$ cat config.mk
export PLATFORM = sky130hd
export DESIGN_NAME = contador_secuencia_param
export DESIGN_NICKNAME = d
export VERILOG_FILES = /design/src/rtl/contador_pkg.sv /design/src/rtl/buscador_secuencia.sv /design/src/rtl/contador_secuencia_param.sv
export SDC_FILE = /design/constraint.sdc
export NUM_CORES = 1
export LEC_CHECK = 0
export CAP_MARGIN = 10
export CORE_MARGIN = 2
export CORE_UTILIZATION = 57
export DETAILED_ROUTE_END_ITERATION = 10
export GPL_TIMING_DRIVEN = 0
export HOLD_SLACK_MARGIN = 0.03
export PLACE_DENSITY = 0.77
export SLEW_MARGIN = 20
export SYNTH_ARGS = -nofsm -noshare
export SYNTH_HDL_FRONTEND = slang
export SYNTH_SLANG_ARGS = --single-unit
$ cat constraint.sdc
create_clock -name clk -period 5.04 [get_ports clk]
set_input_delay 0.504 -clock clk [delete_from_list [all_inputs] [get_ports clk]]
set_output_delay 0.504 -clock clk [all_outputs]
set_load 0.005 [all_outputs]
$ cat src/rtl/contador_pkg.sv
// rtl/contador_pkg.sv - shared defaults and reset-table helper for the sequence counter
package contador_pkg;

    localparam int DEFAULT_WIDTH = 4;
    localparam int DEFAULT_DEPTH = 8;

    // Reset contents of table entry idx: identity sequence 0..DEPTH-1
    function automatic int unsigned init_entry(input int unsigned idx);
        return idx;
    endfunction

endpackage

$ cat src/rtl/buscador_secuencia.sv
// rtl/buscador_secuencia.sv - parallel search of q in the active table and next-value selection
module buscador_secuencia
    import contador_pkg::*;
#(
    parameter int WIDTH = DEFAULT_WIDTH,
    parameter int DEPTH = DEFAULT_DEPTH,
    localparam int AW = $clog2(DEPTH),
    localparam int LW = AW + 1
) (
    input  logic [WIDTH-1:0]             q_i,
    input  logic [DEPTH-1:0][WIDTH-1:0]  tbl_i,
    input  logic [LW-1:0]                len_i,
    input  logic                         dir_i,
    output logic                         match_o,
    output logic [AW-1:0]                index_o,
    output logic [WIDTH-1:0]             next_o
);

    logic [LW-1:0] last_idx;
    logic [LW-1:0] idx_ext;
    logic [LW-1:0] nxt_idx;

    always_comb begin
        match_o  = 1'b0;
        index_o  = '0;
        last_idx = len_i - LW'(1);
        // Descending scan so the lowest matching index is the one left standing
        for (int i = DEPTH - 1; i >= 0; i--) begin
            if ((LW'(i) < len_i) && (tbl_i[i] == q_i)) begin
                match_o = 1'b1;
                index_o = AW'(i);
            end
        end
        idx_ext = {1'b0, index_o};
        if (!match_o) begin
            nxt_idx = '0;
        end else if (!dir_i) begin
            nxt_idx = (idx_ext == last_idx) ? '0 : idx_ext + LW'(1);
        end else begin
            nxt_idx = (idx_ext == '0) ? last_idx : idx_ext - LW'(1);
        end
        next_o = tbl_i[nxt_idx[AW-1:0]];
    end

endmodule

$ cat src/rtl/contador_secuencia_param.sv
// rtl/contador_secuencia_param.sv - programmable-sequence counter: q, table, length and pulse registers
module contador_secuencia_param
    import contador_pkg::*;
#(
    parameter int WIDTH = DEFAULT_WIDTH,
    parameter int DEPTH = DEFAULT_DEPTH,
    localparam int AW = $clog2(DEPTH),
    localparam int LW = AW + 1
) (
    input  logic             clk,
    input  logic             reset,
    input  logic             en,
    input  logic             dir,
    input  logic             load,
    input  logic [WIDTH-1:0] load_val,
    input  logic             prog_we,
    input  logic [AW-1:0]    prog_addr,
    input  logic [WIDTH-1:0] prog_data,
    input  logic             len_we,
    input  logic [LW-1:0]    len_data,
    output logic [WIDTH-1:0] q,
    output logic             in_seq,
    output logic             wrap,
    output logic             recov
);

    logic [DEPTH-1:0][WIDTH-1:0] tbl_q;
    logic [LW-1:0]               len_q, len_d;
    logic [WIDTH-1:0]            q_q, q_d;
    logic                        wrap_q, wrap_d;
    logic                        recov_q, recov_d;

    logic                        match;
    logic [AW-1:0]               index;
    logic [WIDTH-1:0]            next_val;
    logic                        at_edge;

    buscador_secuencia #(
        .WIDTH (WIDTH),
        .DEPTH (DEPTH)
    ) u_buscador (
        .q_i     (q_q),
        .tbl_i   (tbl_q),
        .len_i   (len_q),
        .dir_i   (dir),
        .match_o (match),
        .index_o (index),
        .next_o  (next_val)
    );

    // A step crosses the wrap boundary when leaving the last entry forward or entry 0 backward
    assign at_edge = dir ? (index == '0) : ({1'b0, index} == (len_q - LW'(1)));

    always_comb begin
        q_d     = q_q;
        wrap_d  = 1'b0;
        recov_d = 1'b0;
        len_d   = len_q;
        if (load) begin
            q_d = load_val;
        end else if (en) begin
            q_d     = next_val;
            wrap_d  = match & at_edge;
            recov_d = ~match;
        end
        if (len_we && (len_data != '0) && (len_data <= LW'(DEPTH))) begin
            len_d = len_data;
        end
    end

    always_ff @(posedge clk) begin
        if (reset) begin
            q_q     <= '0;
            wrap_q  <= 1'b0;
            recov_q <= 1'b0;
            len_q   <= LW'(DEPTH);
        end else begin
            q_q     <= q_d;
            wrap_q  <= wrap_d;
            recov_q <= recov_d;
            len_q   <= len_d;
        end
    end

    always_ff @(posedge clk) begin
        if (reset) begin
            for (int i = 0; i < DEPTH; i++) begin
                tbl_q[i] <= WIDTH'(init_entry(i));
            end
        end else if (prog_we && ({1'b0, prog_addr} < LW'(DEPTH))) begin
            tbl_q[prog_addr] <= prog_data;
        end
    end

    assign q      = q_q;
    assign in_seq = match;
    assign wrap   = wrap_q;
    assign recov  = recov_q;

endmodule

==> results of run 1 <==
==> state kept, by name, summed over array words and instances, names as in the netlist <==
signal and flops:
q 4, recov 1, tbl_q 32, wrap 1
len_q 4
==> path summary, 6_finish.rpt <==
path,from,to,slack (ps)
setup / recovery,len_q[0]$_SDFFE_PP0P_,q[2]$_SDFFE_PP0P_,860
hold / removal,tbl_q[20]$_SDFFE_PP1P_,tbl_q[20]$_SDFFE_PP1P_,530
setup reg to reg,len_q[0]$_SDFFE_PP0P_,q[2]$_SDFFE_PP0P_,860
hold reg to reg,tbl_q[20]$_SDFFE_PP1P_,tbl_q[20]$_SDFFE_PP1P_,530
==> cell type report <==
| class | count | share of cell area (%) |
|---|---|---|
| well taps | 67 | 2.55 |
| inverters | 12 | 1.37 |
| clock inverters | 2 | 1.83 |
| flip-flops and latches | 42 | 25.6 |
| multi-input cells | 250 | 56.2 |
| repair buffers | 23 | 7.01 |
| clock buffers | 6 | 2.52 |
| plain buffers | 18 | 2.90 |
==> through the flow <==
| stage | hold slack, ps | util [%] | cells | total power (W) | setup WS, ps |
|---|---|---|---|---|---|
| 6_report | 530 | 69.0 | 420 | 0.00149 | 857 |
| 5_1_grt | 563 | 69.0 | 420 | 0.00158 | 567 |
| 4_1_cts | 529 | 69.0 | 420 | 0.00149 | 910 |
| 3_5_place_dp | 520 | 66.0 | 412 | 0.00116 | 931 |
| 3_3_place_gp | 489 | 66.0 | 412 | 0.00114 | 970 |
| 2_1_floorplan | 472 | - | 322 | 0.000969 | 1540 |
==> kinds of logic (layout without fill, tap and decap cells) <==
| group | after synthesis | after routing |
|---|---|---|
| buffers and inverters | 30 | 61 |
| muxes | 38 | 38 |
| DFF | 42 | 42 |
| and+or+nand+nor | 110 | 110 |
| adders and majority gates | 7 | 7 |
| AOI/OAI and AO/OA | 58 | 58 |
| xor gates and xnor gates | 37 | 37 |
==> report_power, final <==
part           leakage, nW  internal, W  switching (W)  total [W]
clock network       0.0714     0.000211       0.000121   0.000332
logic                0.929     0.000345       0.000446   0.000791
registers            0.342     0.000352      0.0000143   0.000366
==> cells in the final DEF (no fill, tap or decap), types with 2 or more instances in the layout <==
cell             synthesis  routed
o21ai_0                  4       4
clkdlybuf4s50_1          0      23
nand4_1                  5       5
o22ai_1                  4       4
buf_4                    4       4
a21oi_1                 14      14
nor3_1                  11      11
o211ai_1                 3       3
clkbuf_1                 8       8
o311a_1                  2       2
nor3b_1                  6       6
clkbuf_8                 0       6
a211o_1                 13      13
nor2b_1                  4       4
inv_1                   12      12
xnor2_1                 20      20
mux2i_1                 35      35
a221o_1                  2       2
nor2_1                  50      50
mux2_2                   2       2
ha_1                     7       7
nand2b_1                 3       3
xor2_1                  17      17
and4_1                   3       3
bufinv_16                0       2
nand4b_1                 3       3
a211oi_1                 2       2
nand3_1                  4       4
dfxtp_1                 42      42
o2bb2ai_1                2       2
a21o_1                   2       2
or3_1                    2       2
nand2_1                  9       9
buf_2                    4       4
==> cell usage after synthesis, drive strengths merged, types with 7 or more instances <==
master  instances  share of area (%)
a211o          13                4.0
a21oi          14                2.5
buf            10                2.3
clkbuf          8                1.1
dfxtp          42                 30
ha              7                3.1
inv            12                1.6
mux2i          35                 12
nand2           9                1.2
nor2           50                6.6
nor3           11                1.9
xnor2          20                6.2
xor2           17                5.3
==> worst reg2reg max path, delay by kind of cell (launching register included) <==
family          cells  cell delay (ps)
simple gates        3              810
flops               1              500
mux                 1              130
compound gates      7             1660
fa+ha+maj           2              430
buf+inv             3              560
==> metal layers <==
metal | wire [um] | global-route usage [%] | share of wire [%] | vias up
met1 | 3040 | 33.5 | 46 | 1172
met4 | 73 | 5.75 | 1.1 | 0
met2 | 3210 | 43.8 | 48 | 63
met3 | 331 | 3.66 | 5.0 | 6
li1 | - | - | - | 1207
met5 | 0 | 0 | 0 | -
==> out/metrics.csv, run 1 <==
stage,metric,value,unit
status,outcome,finished clean,
global_route,largest net degree at the start of global routing,14,
floorplanning,Die W,74.4,um
floorplanning,Initial Utilization,59.4,%
sta,worst slew pin tran,973,ps
placement,placed inst area,3140,sq um
critical_path,slowest stage cell on the critical path,or4_4,
sta,Tcrit/Tclk final,83.0,%
cts,clk sinks,42,
cells_and_area,multi-input logic area,1840,sq um
min_path,worst min path class,flip-flop to flip-flop,
critical_path,Worst Path Arrival,4370,ps
sta,Max-slew headroom,35.0,%
global_route,first-pass GRT wire length,10.6,mm
cells_and_area,Final Cell Area,3280,sq um
placement,DP HPWL,5.07,mm
drt,vias per cell,5.83,
critical_path,endpoint type of the worst setup path,flip-flop,
logic_synthesis,yosys warns,0,
sta,Clock Skew,3.90,ps
cts,CTS root buffer,clkbuf_8,
cells_and_area,register area,841,sq um
cells_and_area,Antenna diodes,0,
logic_synthesis,post-synthesis mux area share,13.6,%
logic_synthesis,synthesized flop and latch total,42,
logic_synthesis,ys flop type,dfxtp_1,
cells_and_area,Area Overhead vs Synth,16.2,%
floorplanning,Die Y,74.4,um
drt,drt first pass iters,5,
sta,final number of setup-violating endpoints,0,
critical_path,family with the most delay on the worst path,compound AO/OA/AOI/OAI gates,
critical_path,"Buf+Inv Stages, Crit Path",3,
logic_synthesis,post-synthesis cell type count,54,
sta,Final Hold Fails,0,
critical_path,cells on worst reg2reg path,16,
global_route,total track usage,25.3,%
power,peak supply drop,208,uV
power,PD cells,454,nW/um^2
floorplanning,die area,5540,sq um
cts,TritonCTS clock tree,yes,
logic_synthesis,Mapped Cells,322,
sta,final setup TNS,0,ps
logic_synthesis,"EDFF count, synth",0,
placement,routability cong.,0.904,
critical_path,crit-path cells,inv_1 -> ha_1 -> nor2b_1 -> o21ai_1 -> or4_4 -> o211ai_1 -> o22ai_1 -> inv_1 -> ha_1 -> nand2_1 -> o32ai_2 -> o21ai_2 -> buf_4 -> o22ai_1 -> mux2i_1 -> a221o_1,
critical_path,CP startpoint kind,flip-flop,
logic_synthesis,Synth Net Count,351,
critical_path,WP depth,16,
placement,number of port buffers,23,
global_route,antenna violations before repair,0,
cts,Worst-path clk slew,80,ps
critical_path,WP data required,5230,ps
floorplanning,Core Region,4750,sq um
logic_synthesis,synthesized area,2830,sq um
drt,Iteration-0 DRC Markers,175,
cts,CTS max path bufs,2,
sta,max-slew violation count,0,
cts,Max H-tree Level,2,
drt,DRC viols,0,
drt,via count,2448,
global_route,gr ovfl total,0,
logic_synthesis,largest family of logic cells by synthesized area,simple AND/OR/NAND/NOR gates,
logic_synthesis,adder-cell share of the synthesized area,3.10,%
logic_synthesis,Synth Area in Simple Gates,20.7,%
sta,min Tclk post-route,4180,ps
global_route,vias in the first global route,2206,
run,# Max-Cap Violations,0,
drt,DR WL/cell,15.9,um
cts,post-CTS setup buffers,0,
cells_and_area,"Net count, final",381,
cts,CTS Hold Bufs,0,
cts,post-CTS sizing,0,
drt,Post-Route WL,6.66,mm
sta,achievable clock frequency,239,MHz
cells_and_area,fillers,402,
logic_synthesis,xor/xnor cell area share of the yosys netlist,11.5,%
logic_synthesis,ys async rst share,0,%
critical_path,peak per-stage delay on the critical path,550,ps
logic_synthesis,post-synthesis sequential area ratio,29.8,%
sta,RSZ-0062 raised after global routing,no,
cells_and_area,fraction of layout cells with a size suffix above 1,8.50,%
cts,clk_lat worst skew,290,ps
floorplanning,Row Count,25,
drt,ANT nets after route,0,
power,static leakage,1.34,nW
critical_path,crit path kind,flip-flop to flip-flop,
logic_synthesis,Post-Syn Area per Cell,8.77,sq um
critical_path,CP Max Fanout,10,
cts,CTS Buf Count,5,
floorplanning,# IOs,29,
logic_synthesis,Synth Area in Compound Gates,16.4,%
min_path,Hold Path Stages,1,
No activity file was read; power rests on OpenSTA's default activity.
==> run 2: changes to the inputs <==
Clock period 5.04 ns to 3.9 ns, I/O delays scaled along.
==> out/metrics.csv, run 2 (synthesis gave the netlist of run 1 again) <==
stage,metric,value,unit,change
cts,CTS max path bufs,2,,unchanged
sta,worst hold slack,525,ps,was 530 ps
drt,drt first pass iters,6,,was 5
placement,number of port buffers,23,,unchanged
cells_and_area,most frequent cells in the layout,"nor2_1 (50), dfxtp_1 (41), mux2i_1 (34)",,"was nor2_1 (50), dfxtp_1 (42), mux2i_1 (35)"
cells_and_area,"commonest non-fill, non-tap cell in the layout",nor2_1,,unchanged
cts,CTS Hold Bufs,0,,unchanged
critical_path,crit path kind,flip-flop to flip-flop,,unchanged
drt,vias per cell,5.93,,was 5.83
sta,Tcrit/Tclk final,96.1,%,was 83.0%
critical_path,FF-to-FF setup slack,150,ps,was 860 ps
cells_and_area,Area Overhead vs Synth,21.3,%,was 16.2%
critical_path,r2r endpoint,q[2]$_SDFFE_PP0P_,,unchanged
cts,CTS Buf Count,5,,unchanged
cells_and_area,"Net count, final",391,,was 381
cts,Worst-path clk slew,80,ps,about the same
drt,Post-Route WL,7.11,mm,was 6.66 mm
sta,min Tclk post-route,3750,ps,was 4180 ps
min_path,hold_sp,prog_data[3],,was tbl_q[20]$_SDFFE_PP1P_
sta,Clock Skew,3.54,ps,was 3.90 ps
sta,worst slew pin tran,956,ps,was 973 ps
critical_path,Worst Path Arrival,3930,ps,was 4370 ps
cts,clk sinks,42,,unchanged
placement,routability cong.,0.904,,unchanged
critical_path,worst reg2reg startpoint,len_q[0]$_SDFFE_PP0P_,,unchanged
drt,DRC viols,0,,unchanged
floorplanning,Die Y,74.4,um,unchanged
cells_and_area,max reg flops,32,,unchanged
cts,Max H-tree Level,2,,unchanged
power,static leakage,1.41,nW,was 1.34 nW
global_route,vias in the first global route,2245,,was 2206
power,PD cells,647,nW/um^2,was 454 nW/um^2
drt,via count,2550,,was 2448
cts,TritonCTS clock tree,yes,,unchanged
drt,DR WL/cell,16.5,um,was 15.9 um
cts,clk_lat worst skew,290,ps,about the same
global_route,largest net degree at the start of global routing,14,,unchanged
drt,ANT nets after route,0,,unchanged
global_route,total track usage,25.7,%,was 25.3%
cells_and_area,Antenna diodes,0,,unchanged
floorplanning,# IOs,29,,unchanged
global_route,antenna violations before repair,0,,unchanged
cells_and_area,fraction of layout cells with a size suffix above 1,12.4,%,was 8.50%
sta,final number of setup-violating endpoints,0,,unchanged
critical_path,WP data required,4090,ps,was 5230 ps
run,# Max-Cap Violations,0,,unchanged
min_path,worst min path class,input port to flip-flop,,was flip-flop to flip-flop
floorplanning,Row Count,25,,unchanged
cts,CTS root buffer,clkbuf_8,,unchanged
sta,max-slew violation count,0,,unchanged
floorplanning,Initial Utilization,59.4,%,unchanged
sta,Final Hold Fails,0,,unchanged
cells_and_area,Final Non-Filler Cells,430,,was 420
critical_path,CP startpoint kind,flip-flop,,unchanged
floorplanning,Core Region,4750,sq um,unchanged
min_path,Worst Hold Path EP,tbl_q[27]$_SDFFE_PP0P_,,was tbl_q[20]$_SDFFE_PP1P_
critical_path,CP Max Fanout,8,,was 10
cells_and_area,Final Cell Area,3430,sq um,was 3280 sq um
floorplanning,die area,5540,sq um,unchanged
critical_path,cells on worst reg2reg path,16,,unchanged
placement,dpl cells,412,,unchanged
sta,Max-slew headroom,36.1,%,was 35.0%
floorplanning,Die W,74.4,um,unchanged
global_route,first-pass GRT wire length,10.8,mm,was 10.6 mm
placement,placed inst area,3140,sq um,unchanged
global_route,gr ovfl total,0,,unchanged
cells_and_area,fillers,378,,was 402
min_path,Hold Path Stages,3,,was 1
power,peak supply drop,333,uV,was 208 uV
cells_and_area,Top reg by flops,tbl_q,,unchanged
sta,achievable clock frequency,267,MHz,was 239 MHz
placement,DP HPWL,5.07,mm,unchanged
status,outcome,finished clean,,unchanged
drt,Iteration-0 DRC Markers,157,,was 175
critical_path,endpoint type of the worst setup path,flip-flop,,unchanged
cells_and_area,Util after Layout,72.1,%,was 69.0%
sta,final setup TNS,0,ps,unchanged
==> run 2: routing by layer <==
| layer | wire (um) | vias to the layer above | track usage (%) |
|---|---|---|---|
| met1 | 3160 | 1228 | 33.5 |
| met4 | 140 | 0 | 5.95 |
| met2 | 3460 | 74 | 44.6 |
| met3 | 350 | 19 | 4.20 |
| met5 | 0 | - | 0 |
| li1 | - | 1229 | - |
==> run 2: worst max-delay path: stages, from the launching register on <==
cell       delay, ps
dfxtp_4          410
inv_1            130
ha_1             260
nor2b_2          160
o21ai_1           80
or4_4            550
o211ai_1         190
o22ai_2          130
inv_1            100
ha_1             180
nand2_2          110
o32ai_4          330
o21ai_4          200
clkbuf_16        200
o22ai_1          110
mux2i_1          120
a221o_1          370
==> run 2: what timing repair did <==
| item | CTS | global route |
|---|---|---|
| pin swaps | 0 | 2 |
| gates cloned | 0 | 1 |
| endpoints found under the hold margin | 0 | 0 |
| setup buffers | 0 | 9 |
| gates resized for setup | 6 | 5 |
| endpoints found under the setup margin | 4 | 4 |
==> run 2: per-stage QoR <==
step                total power [W]  setup WS, ps
global route                0.00233         -43.5
global placement            0.00148          -170
CTS                         0.00198          19.3
floorplan                   0.00125           401
finish                      0.00222           151
detailed placement          0.00149          -209
==> run 2: worst max-delay path by stage <==
stage / start / cells past startpoint / endpoint
after floorplan: len_q[0]$_SDFFE_PP0P_ / 16 / q[2]$_SDFFE_PP0P_
after global placement: len_q[0]$_SDFFE_PP0P_ / 16 / q[2]$_SDFFE_PP0P_
after detailed placement: len_q[0]$_SDFFE_PP0P_ / 16 / q[2]$_SDFFE_PP0P_
after CTS: len_q[0]$_SDFFE_PP0P_ / 17 / q[1]$_SDFFE_PP0P_
after global routing: len_q[0]$_SDFFE_PP0P_ / 16 / q[2]$_SDFFE_PP0P_
final: len_q[0]$_SDFFE_PP0P_ / 16 / q[2]$_SDFFE_PP0P_
==> run 2: power by group <==
| group | switching [W] | leakage [nW] | internal, W |
|---|---|---|---|
| combinational | 0.000670 | 0.992 | 0.000645 |
| clock | 0.000156 | 0.0714 | 0.000273 |
| sequential | 0.0000192 | 0.343 | 0.000454 |
| total | 0.000845 | 1.41 | 0.00137 |
==> run 2: cell type report <==
| class | count | area (sq um) | area share (%) |
|---|---|---|---|
| clock inverters | 2 | 60.1 | 1.75 |
| flip-flops and latches | 42 | 845 | 24.6 |
| inverters | 12 | 45.0 | 1.31 |
| multi-input cells | 250 | 1890 | 55.0 |
| well taps | 67 | 83.8 | 2.45 |
| repair buffers | 33 | 323 | 9.42 |
| clock buffers | 6 | 82.6 | 2.41 |
| plain buffers | 18 | 103 | 2.99 |
